$ cat src/rtl/scb_pkg.sv
// scb_pkg: shared SCB geometry, FSM state type and field-offset helper
package scb_pkg;
  localparam int SCB_BLOCK_D = 128;
  localparam int SCB_BLOCK_W = $clog2(SCB_BLOCK_D);
  localparam int SCB_NODES = SCB_BLOCK_D >> 1;
  localparam int SCB_NODE_W = $clog2(SCB_NODES);
  localparam int SCB_DATA_W = SCB_NODES * SCB_BLOCK_W;
  typedef enum logic [1:0] {IDLE, LOAD, ACCUM, WRITE} scb_state_e;
  function automatic int scb_field_lsb(input int node, input int block_w);
    return node * block_w;
  endfunction
endpackage

$ cat src/rtl/scb_update_ctrl.sv
// scb_update_ctrl: merges per-node SCB updates into a shadow word and writes it on commit
module scb_update_ctrl
  import scb_pkg::*;
#(
  parameter int BLOCK_D = SCB_BLOCK_D,
  localparam int BLOCK_W = $clog2(BLOCK_D),
  localparam int NODES = BLOCK_D >> 1,
  localparam int NODE_W = $clog2(NODES),
  localparam int DATA_W = NODES * BLOCK_W
) (
  input  logic              i_clk,
  input  logic              i_reset_n,
  input  logic              i_upd_valid,
  output logic              o_upd_ready,
  input  logic [NODE_W-1:0] i_upd_node,
  input  logic [BLOCK_W-1:0] i_upd_val,
  input  logic              i_commit_valid,
  output logic              o_commit_ready,
  input  logic [DATA_W-1:0] i_rd_data,
  output logic              o_we,
  output logic [DATA_W-1:0] o_wr_data,
  output logic              o_done,
  output logic              o_dup_err,
  output logic              o_busy
);
  scb_state_e state, next;
  logic [DATA_W-1:0] shadow;
  logic [NODES-1:0] dirty;
  logic dup, done_q, upd_fire, commit_fire;
  assign upd_fire = o_upd_ready && i_upd_valid;
  assign commit_fire = o_commit_ready && i_commit_valid;
  always_ff @(posedge i_clk or negedge i_reset_n) begin
    if (!i_reset_n) begin
      state  <= IDLE;
      shadow <= '0;
      dirty  <= '0;
      dup    <= 1'b0;
      done_q <= 1'b0;
    end else begin
      state  <= next;
      done_q <= commit_fire && next == IDLE;
      if (state == LOAD) begin
        shadow <= i_rd_data;
        dirty  <= '0;
        dup    <= 1'b0;
      end else if (upd_fire) begin
        shadow[scb_field_lsb(int'(i_upd_node), BLOCK_W) +: BLOCK_W] <= i_upd_val;
        dirty[i_upd_node] <= 1'b1;
        if (dirty[i_upd_node]) dup <= 1'b1;
      end
    end
  end
  // an update arriving with the commit makes the session non-empty even if dirty is still clear
  always_comb begin
    next = state;
    case (state)
      IDLE:    next = i_upd_valid ? LOAD : IDLE;
      LOAD:    next = ACCUM;
      ACCUM:   if (i_commit_valid) next = (dirty != '0 || i_upd_valid) ? WRITE : IDLE;
      default: next = IDLE;
    endcase
  end
  always_comb begin
    o_we           = state == WRITE;
    o_wr_data      = o_we ? shadow : '0;
    o_done         = o_we || done_q;
    o_upd_ready    = state == ACCUM;
    o_busy         = state != IDLE;
    o_dup_err      = dup;
    o_commit_ready = i_reset_n && (state == ACCUM || (state == IDLE && i_commit_valid && !i_upd_valid));
  end
endmodule

$ cat config.mk
export PLATFORM = sky130hd
export DESIGN_NAME = scb_update_ctrl
export DESIGN_NICKNAME = d
export VERILOG_FILES = /design/src/rtl/scb_pkg.sv /design/src/rtl/scb_update_ctrl.sv
export SDC_FILE = /design/constraint.sdc
export NUM_CORES = 1
export LEC_CHECK = 0
export CAP_MARGIN = 20
export CORE_AREA = 2 2 356 358
export CTS_CLUSTER_DIAMETER = 150
export DETAILED_ROUTE_END_ITERATION = 16
export DIE_AREA = 0 0 358 360
export PLACE_DENSITY_LB_ADDON = 0.08
export SETUP_SLACK_MARGIN = 0.5
export SLEW_MARGIN = 20
export SYNTH_ARGS = -nofsm -noshare
export SYNTH_HDL_FRONTEND = slang
export SYNTH_SLANG_ARGS = --single-unit
$ cat constraint.sdc
create_clock -name i_clk -period 2.57 [get_ports i_clk]
set_clock_uncertainty 0.05 [all_clocks]
set_input_delay 0.514 -clock i_clk [delete_from_list [all_inputs] [get_ports i_clk]]
set_output_delay 0.514 -clock i_clk [all_outputs]
set_load 0.005 [all_outputs]
==> results.md <==
* Filler cell count at 12.3k
* Critical-path cell list: buf_12 > clkbuf_16 > buf_6 > and3_1 > clkdlybuf4s50_1
* Core Region at 125000 um^2
* Floorplan die width at 358 um
* Failing checks: negative setup slack
* RSZ-0062 raised after global routing: yes
* Row Count at 130
* H-tree levels at 3
* Pwr/cell area at 1020 nW/um^2
* Seq/Total Area, Yosys at 48.6%
* Layout cells sized above 1 at 35.8%
* Peak fanout along the critical path at 8
* Area Growth Syn to Fin at 86.0%
* Boundary pin count at 919
* Syn avg cell area at 10.0 um^2
* Final instance area at 49400 um^2
* Min cycle time layout at 2930 ps
* Main synth FF type: dfrtp_1
* Syn_nets at 3113
* Reg clk slew, reported paths at 50 ps
* Netlist area before placement at 26500 um^2
* DR vias/cell at 5.41
* Most common cell after layout, fill and taps aside: dfrtp_1
* Final-report setup violation count at 541
* Setup TNS at -70370 ps
* Max-slew violation count at 0
* Post-DP Area at 41300 um^2
* Starting Density at 21.2%
* EDFF count, synth at 0
* Drt initial violations at 2866
* WP buf/inv at 4
* Die ar. at 129000 um^2
* Outcome: finished with violations
* # DRC at 0
* Asr flop ratio synth at 100%
* Post-route ant nets at 0
* CTS max path bufs at 3
* Fmax achieved at 341 MHz
* Final Hold Viols at 0
* DRT Wirelength at 192000 um
* Clock tree sinks at 516
* Num CTS Buffers at 70
* Max stage delay on crit path at 510 ps
* Startpoint types: flip-flop
* Crit Path Class: reg -> out
* Clk_lat worst skew at 630 ps
* Slew margin rel. at 27.0%
* Global-route wire length before repair at 235000 um
* Synth Instances at 2644
* DR WL/cell at 33.4 um
* Gpl congestion at 0.894
* Leak at 0.0235 uW
* DPL Wire Length at 125000 um
* Seq cells post-synth at 516
* Grt total ovfl at 0
* Total chip power at 50400 uW
* Vias in the first global route at 30.0k
* Worst setup slack after layout at -359 ps
* Via count at 31.0k
* Port Buffers at 918
* Required @ worst endpoint at 2010 ps
* Slew @ Worst Pin at 1090 ps
* Die Y at 360 um
* Cell family with most CP delay: buffers and inverters
* First-pass DRT Iterations at 5
* Largest net degree at the start of global routing at 163
* Syn. warnings at 0
* Total global-route track usage at 25.2%
* Initial antenna violation count at 48
* Critical path endpoint category: output port
* Hold crit path type: in -> async
* Max VDD drop at 0.504 mV
* CP max-delay cell: clkdlybuf4s50_1
* Tcrit/Tclk final at 114%
* Max Cap Viol at 0
* Most frequent cells in the layout: 514 x dfrtp_1, 486 x clkdlybuf4s50_1, 391 x a221o_1
* CTS root buf: clkbuf_16
* Total Nets Final at 4466
* CTS tree: yes
* Crit path DAT at 2360 ps
* Number of distinct library cells after synthesis at 65
## worst register-to-register path: stages (launching register included)
cell       delay [ps]
dfrtp_4           500
buf_12            170
buf_12            160
clkbuf_16         160
buf_8             130
buf_6             130
nor2b_4           180
buf_12            240
buf_4             330
a31oi_1           160
a221o_1           370
## sequential cells by signal, indices dropped and copies added (netlist names)
register   count
o_dup_err      1
dirty         64
state          2
done_q         1
shadow       448
## cells in the mapped netlist, drive strengths merged (49+ instances only)
cell    count  area (um^2)
dfrtp     516        12900
and3      457         2860
a221o     391         3910
clkbuf    254          953
nor3      253         1280
nor2      138          518
nand2     110          415
nand3      71          365
o21ai      67          339
a31oi      59          425
nor4       58          363
mux2i      52          521
buf        49          246
## what timing repair did
| item | in CTS | in global routing |
|---|---|---|
| setup buffers | 0 | 176 |
| endpoints found under the hold margin | 99 | 0 |
| gates resized for setup | 27 | 1493 |
| pin swaps | 0 | 64 |
| endpoints found under the setup margin | 909 | 1081 |
| gates cloned | 2 | 103 |
| hold buffers | 1 | 0 |
## power breakdown
part | switching, uW | total, uW | internal, uW
clock | 4120 | 10200 | 6090
combinational | 12100 | 26100 | 14000
sequential | 2470 | 14100 | 11600
total | 18700 | 50400 | 31700
## per-stage QoR
stage          util, %  std cells  setup slack, ps  hold WS [ps]
6_report          39.5       5731             -359          31.7
5_1_grt           39.5       5725             -411          87.3
4_1_cts           35.1       5424             -518          30.8
3_5_place_dp      33.1       5293            -1340           415
3_3_place_gp      33.1       5293            -1490           410
2_1_floorplan        -       2644             -224           168
## per-layer routing
metal	vias up	share of wire, %	GRT usage (%)
li1	13150	-	-
met1	15924	39	30.8
met2	1515	48	42.5
met3	363	7.6	6.34
met4	38	4.6	9.01
met5	-	0.13	0
## final timing paths
kind	startpoint	to	slack, ps	depth (start not counted)
max reg2reg	state[1]	shadow[408]	-120	10
min reg2reg	shadow[225]	shadow[225]	430	1
min	i_reset_n	shadow[15]	30	2
max	state[0]	o_wr_data[99]	-360	5
min in group i_clk	i_rd_data[283]	shadow[283]	360	3
max in group asynchronous	i_reset_n	shadow[239]	450	4
## kinds of logic (layout without fill, tap and decap cells)
logic type,count (synthesis),count (layout),share of synthesized area [%]
other cells,0,28,0
fa+ha+maj,4,4,0.189
flops,516,516,48.6
mux,59,59,2.51
simple gates,1131,1131,23.1
compound gates,622,622,20.9
xor+xnor,3,3,0.0990
buf+inv,309,1718,4.61
## area by class of cell
type / count / area [um^2] / area share, %
Clock buffer: 111 / 2200 / 4.46
Multi-Input combinational cell: 1819 / 14400 / 29.1
Antenna cell: 28 / 70.1 / 0.142
Timing Repair Buffer: 1584 / 17600 / 35.6
Inverter: 6 / 22.5 / 0.0456
Sequential cell: 516 / 12900 / 26.2
Tap cell: 1650 / 2060 / 4.18
Clock inverter: 17 / 169 / 0.342
Note: power is estimated with default switching activity, not from simulation.
